### src/rtl/seq_restoring_divider.sv
// Unsigned sequential restoring divider.
// Produces one quotient bit per clock. A start is accepted only in IDLE.
// Results stay in output registers until the next result is loaded or
// until reset.
module seq_restoring_divider #(
  parameter int             N        = 4,
  parameter logic [N-1:0]   DBZ_QUOT = '1
) (
  input  logic         clk,
  input  logic         rst,
  input  logic         start,
  input  logic [N-1:0] dividend,
  input  logic [N-1:0] divisor,
  output logic         ready,
  output logic         valid,
  output logic [N-1:0] quotient,
  output logic [N-1:0] remainder,
  output logic         div_by_zero
);

  localparam int             CW   = $clog2(N + 1);
  localparam logic [CW-1:0]  LAST = CW'(N - 1);

  typedef enum logic [1:0] {S_IDLE, S_RUN, S_DONE} state_t;

  state_t         r_state, w_state_nxt;
  // The partial remainder A is always smaller than D after every step, so its
  // top bit is always zero. Only the N low bits are stored. The trial
  // subtraction below is done at N+1 bits, and its sign bit shows the borrow.
  logic [N-1:0]   r_a;
  logic [N-1:0]   r_q;
  logic [N-1:0]   r_d;
  logic [N-1:0]   r_dvd;
  logic [CW-1:0]  r_cnt;
  logic [N-1:0]   r_quot;
  logic [N-1:0]   r_rem;
  logic           r_dbz;

  logic [N:0]     w_shift;
  logic [N:0]     w_t;
  logic           w_qbit;
  logic [N-1:0]   w_a_nxt;
  logic [N-1:0]   w_q_nxt;

  // One restoring step: shift {A,Q} left, then do a trial subtraction of D.
  always_comb begin
    w_shift = {r_a, r_q[N-1]};
    w_t     = w_shift - {1'b0, r_d};
    w_qbit  = ~w_t[N];
    w_a_nxt = w_qbit ? w_t[N-1:0] : w_shift[N-1:0];
    w_q_nxt = {r_q[N-2:0], w_qbit};
  end

  // State register.
  always_ff @(posedge clk or posedge rst) begin
    if (rst) r_state <= S_IDLE;
    else     r_state <= w_state_nxt;
  end

  // Next-state logic. A zero divisor skips RUN and goes straight to DONE.
  always_comb begin
    w_state_nxt = r_state;
    case (r_state)
      S_IDLE: if (start) w_state_nxt = (divisor == '0) ? S_DONE : S_RUN;
      S_RUN:  if (r_cnt == LAST) w_state_nxt = S_DONE;
      S_DONE: w_state_nxt = S_IDLE;
      default: w_state_nxt = S_IDLE;
    endcase
  end

  // Datapath: capture the operands on an accepted start, iterate in RUN,
  // and load the output registers on the edge that enters DONE.
  always_ff @(posedge clk or posedge rst) begin
    if (rst) begin
      r_a    <= '0;
      r_q    <= '0;
      r_d    <= '0;
      r_dvd  <= '0;
      r_cnt  <= '0;
      r_quot <= '0;
      r_rem  <= '0;
      r_dbz  <= 1'b0;
    end else begin
      case (r_state)
        S_IDLE: if (start) begin
          r_q   <= dividend;
          r_d   <= divisor;
          r_dvd <= dividend;
          r_a   <= '0;
          r_cnt <= '0;
          if (divisor == '0) begin
            r_quot <= DBZ_QUOT;
            r_rem  <= dividend;
            r_dbz  <= 1'b1;
          end
        end
        S_RUN: begin
          r_a   <= w_a_nxt;
          r_q   <= w_q_nxt;
          r_cnt <= r_cnt + 1'b1;
          if (r_cnt == LAST) begin
            r_quot <= w_q_nxt;
            r_rem  <= w_a_nxt;
            r_dbz  <= 1'b0;
          end
        end
        default: ;
      endcase
    end
  end

  assign ready       = (r_state == S_IDLE);
  assign valid       = (r_state == S_DONE);
  assign quotient    = r_quot;
  assign remainder   = r_rem;
  assign div_by_zero = r_dbz;

  // At valid, check the division identity q*d + r == dividend and r < d.
  always_ff @(posedge clk) begin
    if (!rst && valid && !r_dbz) begin
      assert (({{N{1'b0}}, r_quot} * {{N{1'b0}}, r_d} + {{N{1'b0}}, r_rem})
              == {{N{1'b0}}, r_dvd});
      assert (r_rem < r_d);
    end
  end

endmodule
### config.mk
export PLATFORM = sky130hd
export DESIGN_NAME = seq_restoring_divider
export DESIGN_NICKNAME = d
export VERILOG_FILES = /design/src/rtl/seq_restoring_divider.sv
export SDC_FILE = /design/constraint.sdc
export NUM_CORES = 1
export LEC_CHECK = 0
export ABC_CLOCK_PERIOD_IN_PS = 4870
export BUFFER_PORTS_ARGS = -buffer_cell sky130_fd_sc_hd__buf_2
export CORE_MARGIN = 10
export CORE_UTILIZATION = 35
export DETAILED_ROUTE_END_ITERATION = 8
export GPL_TIMING_DRIVEN = 0
export SKIP_CTS_REPAIR_TIMING = 1
export SYNTH_ARGS = -nofsm -noshare
export SYNTH_HDL_FRONTEND = slang
export SYNTH_SLANG_ARGS = --single-unit
export TNS_END_PERCENT = 100
### constraint.sdc
create_clock -name clk -period 4.87 [get_ports clk]
set_input_delay 0.2435 -clock clk [delete_from_list [all_inputs] [get_ports clk]]
set_output_delay 0.2435 -clock clk [all_outputs]
set_load 0.01 [all_outputs]
# After elaboration in Yosys (flattened, before gate mapping)
# Cells that the tools add are included.
[word_totals] out_inout_bits=11 in_bits=11 elab_cells=47 regBits=26
[classes] n_bitwise=1 n_eq_ne=6 n_addsub=2 muxes=23 reduce_logical=7
[ops] operator="$mux W4" count=9
[ops] operator="$pmux W4 S2" count=4
[ops] operator="$mux W2" count=3
[ops] operator="$pmux W3 S2" count=1
[ops] operator="$reduce_and A2 Y1" count=3
[ops] operator="$sub A5 B4 Y5" count=1
[ops] operator="$logic_not A4 Y1" count=1
[ops] operator="$ne A2 B2 Y1 const B" count=2
[ops] operator="$pmux W2 S2" count=1
[ops] operator="$reduce_and A4 Y1" count=1
[ops] operator="$add A3 B1 Y3 const B" count=1
[ops] operator="$eq A3 B2 Y1 const B" count=1
[ops] operator="$mux W1" count=3
[ops] operator="$mux W3" count=1
[ops] operator="$eq A2 B1 Y1 const B" count=1
[ops] operator="$eq A2 B2 Y1 const B" count=1
[ops] operator="$logic_not A2 Y1" count=1
[ops] operator="$ne A2 B1 Y1 const B" count=1
[ops] operator="$pmux W1 S2" count=1
[ops] operator="$reduce_bool A2 Y1" count=1
[ops] operator="$not A1 Y1" count=1

# Depth between registers and ports, before layout
# Gate-level depths: netlist of run 1.
[logic_depth] ltp_word=4 ltp_mapped=8 mapped_depth_nobuf=8

# Worst setup path after synthesis of run 1
# No wires, ideal clock.
[synth_path] kind="register -> register" start="register r_q[3]" end="register r_rem[2], in the netlist remainder[2]" n_path_buf=0 setup_time_ps=130 required_ps=4740 stages_incl_launch_ff=9 slack_ps=2824 arrival_ps=1915 path_cell_list="dfrtp_1 inv_1 ha_1 fa_1 nand2b_2 o2bb2ai_4 and4_4 a2111oi_2 a21oi_1"
[synth_between] elab_chain_cells=4
[synth_rtl] element="start, declared" line="31" text="logic [N-1:0] r_q;"
[synth_rtl] element="start signal, assigned" line="86" text="r_q <= dividend;"
[synth_rtl] element="start signal, assigned" line="99" text="r_q <= w_q_nxt;"
[synth_rtl] element="$sub A5 B4 Y5" line="48" text="w_t = w_shift - {1'b0, r_d};"
[synth_rtl] element="$mux W4" line="50" text="w_a_nxt = w_qbit ? w_t[N-1:0] : w_shift[N-1:0];"
[synth_rtl] element="$mux W4" line="101" text="if (r_cnt == LAST) begin"
[synth_rtl] element="$pmux W4 S2" line="84" text="case (r_state)"
[synth_rtl] element="end signal, assigned" line="93" text="r_rem <= dividend;"
[synth_rtl] element="end signal, assigned" line="103" text="r_rem <= w_a_nxt;"
[synth_rtl] element="end, declared" line="36" text="logic [N-1:0] r_rem;"
# No other way between the ends. The select of a mux whose other input is x is not followed.
# A chain may end at the register's enable or synchronous reset.

# Worst setup path after layout of run 1
[layout_path] start="register r_q[3]" end="register r_rem[3], in the netlist remainder[3]"
# The elaborated chain is that of the path after synthesis.

==> results.sh, run 1 <==
export IMPL_vias=1144
export IMPL_grt_usage_pct=9.38
export IMPL_fp_row_count=23
export IMPL_avgSynthCellArea_um2=10.3
export IMPL_outcome="complete, no violations"
export IMPL_die_h_um=85.3
export IMPL_path_max_fanout=9
export IMPL_p_leak_uw=0.000783
export IMPL_antenna_cells=0
export IMPL_p_per_area_mw_per_mm2=745
export IMPL_ys_flop_type="dfrtp_1"
export IMPL_p_int_uw=708
export IMPL_synth_area_leader_cell="dfrtp_1"
export IMPL_placed_area_mm2=0.00166
export IMPL_fin_crit_ns=2.26
export IMPL_wl_mm=3.45
export IMPL_area_growth_pct=14.0
export IMPL_antenna_found_initial=0
export IMPL_crit_family="adder cells"
export IMPL_synthDistinctLibCells=43
export IMPL_syn_nets=163
export IMPL_reg2reg_setup_slack_ns=2.61
export IMPL_slowest_delay_ns=0.39
export IMPL_final_util_pct=42.0
export IMPL_clkLatencyLatePin_ns=0.27
export IMPL_clk_pin_slew_worst_paths_ns=0.09
export IMPL_drtIter0Drc=89
export IMPL_netlist_top_cells_area="dfrtp_1 (44%), ha_1 (5.0%), nand2_1 (5.0%), a21oi_1 (3.4%), o21ai_0 (3.4%)"
export IMPL_worstSetupPathType="register to register"
export IMPL_io_buffers=21
export IMPL_worst_pin_slew_ns=1.00
export IMPL_grt_first_pass_wirelength_mm=5.62
export IMPL_final_common_cell="dfrtp_1"
export IMPL_wl_per_cell_um=15.8
export IMPL_finalSetupTns_ns=0
export IMPL_htree_num_levels=1
export IMPL_synth_edf_count=0
export IMPL_seq_power_share_pct=30.5
export IMPL_layout_drive_gt1_share_pct=25.4
export IMPL_clkPwrFrac_pct=9.7
export IMPL_seq_area_frac_synth_pct=43.6
export IMPL_clock_sinks=26
export IMPL_finalSetupViolCount=0
export IMPL_gr_total_overflow=0
export IMPL_start_util_pct=36.8
export IMPL_fmax_mhz=443
export IMPL_critPathRequiredTime_ns=5.00
export IMPL_finClkSkew_ns=0.00133
export IMPL_finalHoldViolations=0
export IMPL_cts_made_buffers=3
export IMPL_drt_first_pass_iters=4
export IMPL_num_fill_cells=408
export IMPL_netSwitchingPower_uw=561
export IMPL_slowest_stage="fa_1"
export IMPL_arrival_ns=2.39
export IMPL_path_cells="inv_1 > ha_1 > fa_1 > nand2b_2 > o2bb2ai_4 > xnor2_2 > nand2b_1 > a41oi_2"
export IMPL_synth_seq_cells=26
export IMPL_combPwrFrac_pct=59.8
export IMPL_hpwl_mm=2.68
export IMPL_final_cell_mix="dfrtp_1 (26), buf_2 (23), nand2_1 (20), nor2_1 (13)"
export IMPL_final_cell_count_no_fill=219
export IMPL_grt_max_degree=27
export IMPL_viasPerCell=5.22
export IMPL_cp_num_buf_inv=1
export IMPL_drv_slew=0
export IMPL_place_congestion=0.811
export IMPL_hp_class="input pin to async pin"
export IMPL_synth_cells=145
export IMPL_syn_area_mm2=0.00149
export IMPL_grt_pass1_vias=1130
export IMPL_max_cap_violations=0
export IMPL_nets=189
export IMPL_dieArea_mm2=0.00728
export IMPL_vdd_ir_drop_max_v=0.000243
export IMPL_async_flop_share_pct=100
export IMPL_io_pins=22
export IMPL_cts_tree="yes"
export IMPL_dp_cells=216
export IMPL_cts_root_buf="clkbuf_8"
export IMPL_critPathCaptureType="register"
export IMPL_cts_buffer_depth=2
export IMPL_rsz0062_at_grt="false"
export IMPL_switching_share_pct=44.2
export IMPL_start_kind="register"
export IMPL_drc=0
export IMPL_period_share_pct=46.3
export IMPL_slew_headroom_pct=33.1
export IMPL_drtAntennaViolNets=0
export IMPL_synth_top_area_share_pct=43.6
export IMPL_synth_warnings=0
export IMPL_die_w_um=85.3
export IMPL_coreArea_mm2=0.00406
export IMPL_fin_area_mm2=0.00170
-- routing by layer --
| metal | part of all wire (%) | GRT usage [%] |
|---|---|---|
| met3 | 6.8 | 3.63 |
| met2 | 45 | 14.3 |
| met5 | 0 | 0 |
| met4 | 0.90 | 2.69 |
| met1 | 47 | 11.9 |
-- logic make-up after synthesis --
group | synth area share (%)
simple gates | 20.7
compound gates | 19.4
flops | 43.6
buf+inv | 5.70
fa+ha+maj | 6.37
xor+xnor | 2.26
mux | 2.01
-- area by class of cell --
class	count	area (µm²)	area share [%]
flip-flops and latches	26	651	38.2
plain buffers	7	58.8	3.45
well taps	50	62.6	3.67
inverters	7	26.3	1.54
repair buffers	21	105	6.17
clock buffers	3	41.3	2.42
multi-input cells	105	758	44.5
-- registers in the layout, indices dropped and copies added (netlist names) --
register,flops
r_d,4
r_cnt,3
r_state,2
div_by_zero,1
remainder,4
quotient,4
r_q,4
r_a,4
-- power groups by stage --
stage	Clock (µW)	Sequential, µW	Combinational, µW
6_report	123	387	759
5_1_grt	137	399	830
4_1_cts	125	386	769
3_5_place_dp	0	391	763
3_3_place_gp	0	388	740
2_1_floorplan	0	392	562
-- worst register-to-register path: stages (launching register included) --
cell and delay (ns):
dfrtp_1 0.38, inv_1 0.07, ha_1 0.22, fa_1 0.39, nand2b_2 0.21, o2bb2ai_4 0.20, xnor2_2 0.30, nand2b_1 0.20
a41oi_2 0.14
-- cell usage after synthesis (2+ instances only) --
master,instances
and3b_1,2
mux2i_1,3
dfrtp_1,26
buf_2,2
inv_1,7
a21oi_1,10
buf_6,4
a41oi_2,2
nor2_1,13
ha_1,6
nand3_1,5
nand2_1,20
o211ai_1,2
nor2b_1,4
o21ai_0,10
o22a_1,2
-- final timing paths --
check	startpoint	end	depth (start not counted)
max in group asynchronous	rst	remainder[1]$_DFFE_PP0P_	2
min	rst	quotient[3]$_DFFE_PP0P_	2
max reg2reg	r_q[3]$_DFFE_PP0P_	remainder[3]$_DFFE_PP0P_	8
min in group clk	divisor[0]	r_d[0]$_DFFE_PP0P_	3
max	r_q[3]$_DFFE_PP0P_	remainder[3]$_DFFE_PP0P_	8
min reg2reg	quotient[0]$_DFFE_PP0P_	quotient[0]$_DFFE_PP0P_	1
-- metrics by stage --
step | hold WS [ns] | setup WS [ns] | power [µW]
floorplan | 0.284 | 2.82 | 955
global placement | 0.464 | 2.68 | 1130
detailed placement | 0.479 | 2.61 | 1150
CTS | 0.194 | 2.60 | 1280
global route | 0.201 | 2.53 | 1370
finish | 0.193 | 2.61 | 1270
Power figures use the tool's default switching activity.
==> run 2, diff against run 1 <==
Settings changed: ABC_CLOCK_PERIOD_IN_PS 4870 to 2300.
Clock period 4.87 ns to 2.3 ns, I/O delays scaled along.
==> run 2 against run 1 <==
Compared with the run above:
- die area did not move
- global-route usage did not move
- sequential power rose by 110%
- hold slack got worse by 0.13 ns
- first-iteration DRC count fell by 21%
- wire length rose by 0.41%
- clock-buffer cell count did not move
- power rose by 110%
- via count rose by 0.96%
- clock skew rose by 0.0011 ns
- register-to-register slack got worse by 2.5 ns
==> results.sh, run 2 (same netlist as run 1, synthesis figures left out) <==
export IMPL_layout_drive_gt1_share_pct=26.3
export IMPL_p_per_area_mw_per_mm2=1590
export IMPL_drv_slew=0
export IMPL_hold_depth=3
export IMPL_cp_num_buf_inv=1
export IMPL_outcome="complete, no violations"
export IMPL_cts_tree="yes"
export IMPL_wl_mm=3.47
export IMPL_reg2reg_depth=8
export IMPL_fin_crit_ns=2.23
export IMPL_cts_buffer_depth=2
export IMPL_viasPerCell=5.23
export IMPL_cts_root_buf="clkbuf_8"
export IMPL_r2r_end="remainder[3]$_DFFE_PP0P_"
export IMPL_vias=1155
export IMPL_grt_usage_pct=9.38
export IMPL_drtIter0Drc=70
export IMPL_crit_family="adder cells"
export IMPL_p_leak_uw=0.000792
export IMPL_slowest_stage="fa_1"
export IMPL_worst_pin_slew_ns=1.01
export IMPL_gr_total_overflow=0
export IMPL_worstSetupPathType="register to register"
export IMPL_clkLatencyLatePin_ns=0.27
export IMPL_htree_num_levels=1
export IMPL_finalHoldViolations=0
export IMPL_drtAntennaViolNets=0
export IMPL_clock_sinks=26
export IMPL_final_common_cell="dfrtp_1"
export IMPL_reg2reg_setup_slack_ns=0.07
export IMPL_grt_first_pass_wirelength_mm=5.62
export IMPL_slowest_delay_ns=0.39
export IMPL_critPathCaptureType="register"
export IMPL_path_cells="inv_1 > ha_1 > fa_1 > nand2b_2 > o2bb2ai_4 > xnor2_2 > nand2b_1 > a41oi_2"
export IMPL_io_pins=22
export IMPL_antenna_cells=0
export IMPL_cts_made_buffers=3
export IMPL_clk_pin_slew_worst_paths_ns=0.09
export IMPL_dieArea_mm2=0.00728
export IMPL_hp_class="input pin to register"
export IMPL_finClkSkew_ns=0.00241
export IMPL_start_util_pct=36.8
export IMPL_place_congestion=0.811
export IMPL_period_share_pct=97.0
export IMPL_start_kind="register"
export IMPL_antenna_found_initial=0
export IMPL_wl_per_cell_um=15.7
export IMPL_drc=0
export IMPL_vdd_ir_drop_max_v=0.000515
export IMPL_path_max_fanout=8
export IMPL_hp_start="divisor[0]"
export IMPL_io_buffers=21
export IMPL_post_place_ws_ns=0.0390
export IMPL_r2r_start="r_q[3]$_DFFE_PP0P_"
export IMPL_fmax_mhz=448
export IMPL_finalSetupTns_ns=0
export IMPL_drt_first_pass_iters=4
export IMPL_final_cell_mix="dfrtp_1 (26), buf_2 (23), nand2_1 (20), nor2_1 (13)"
export IMPL_coreArea_mm2=0.00406
export IMPL_finalSetupViolCount=0
export IMPL_arrival_ns=2.37
export IMPL_critPathRequiredTime_ns=2.44
export IMPL_die_h_um=85.3
export IMPL_die_w_um=85.3
export IMPL_hpwl_mm=2.68
export IMPL_min_to="r_d[0]$_DFFE_PP0P_"
export IMPL_grt_max_degree=27
export IMPL_critical_path_startpoint="r_q[3]$_DFFE_PP0P_"
export IMPL_max_cap_violations=0
export IMPL_fp_row_count=23
export IMPL_area_growth_pct=15.0
export IMPL_final_util_pct=42.3
export IMPL_setup_slack_ns=0.0679
export IMPL_slew_headroom_pct=32.5
export IMPL_nets=191
export IMPL_grt_pass1_vias=1130
run 2: changes by cell type in the layout (fill, tap and decap cells not counted):
cell / previous run / this run
buf_4: 0 / 2
run 2: tightest hold or removal path, stage by stage:
cell and delay (ns):
buf_2 0.10, nand2_1 0.05, nand2_1 0.05
run 2: layout make-up:
class,instances,area [µm²]
fillers,407,2340
multi-input cells,105,758
flip-flops and latches,26,651
repair buffers,23,120
well taps,50,62.6
plain buffers,7,58.8
clock buffers,3,41.3
inverters,7,26.3
run 2: worst max-delay path by stage:
stage,endpoint,slack [ns],cells after the start
after floorplan,remainder[2]$_DFFE_PP0P_,0.25,8
after detailed placement,remainder[3]$_DFFE_PP0P_,0.04,8
final,remainder[3]$_DFFE_PP0P_,0.07,8
after global placement,remainder[3]$_DFFE_PP0P_,0.11,8
after global routing,remainder[2]$_DFFE_PP0P_,-0.0004,8
after CTS,remainder[3]$_DFFE_PP0P_,0.03,8
run 2: metrics by stage:
| step | instance area (µm²) | hold WS, ns | std cells | power (µW) |
|---|---|---|---|---|
| after floorplan | 1490 | 0.155 | 145 | 2020 |
| after global placement | 1660 | 0.347 | 216 | 2390 |
| after detailed placement | 1660 | 0.356 | 216 | 2440 |
| after CTS | 1700 | 0.0652 | 219 | 2710 |
| after global routing | 1720 | 0.0728 | 221 | 2930 |
| final | 1720 | 0.0642 | 221 | 2730 |
run 2: power by group:
group          leakage [µW]  switching, µW  internal (µW)
Combinational      0.000454            907            739
Clock             0.0000216            144            118
Sequential         0.000316            147            672
Total              0.000792           1200           1530
run 2: routing by layer:
metal / wire length [µm] / vias up / global-route usage, %
met4: 31 / 0 / 2.69
li1: - / 563 / -
met5: 0 / - / 0
met1: 1650 / 564 / 11.9
met3: 229 / 4 / 3.63
met2: 1560 / 24 / 14.3
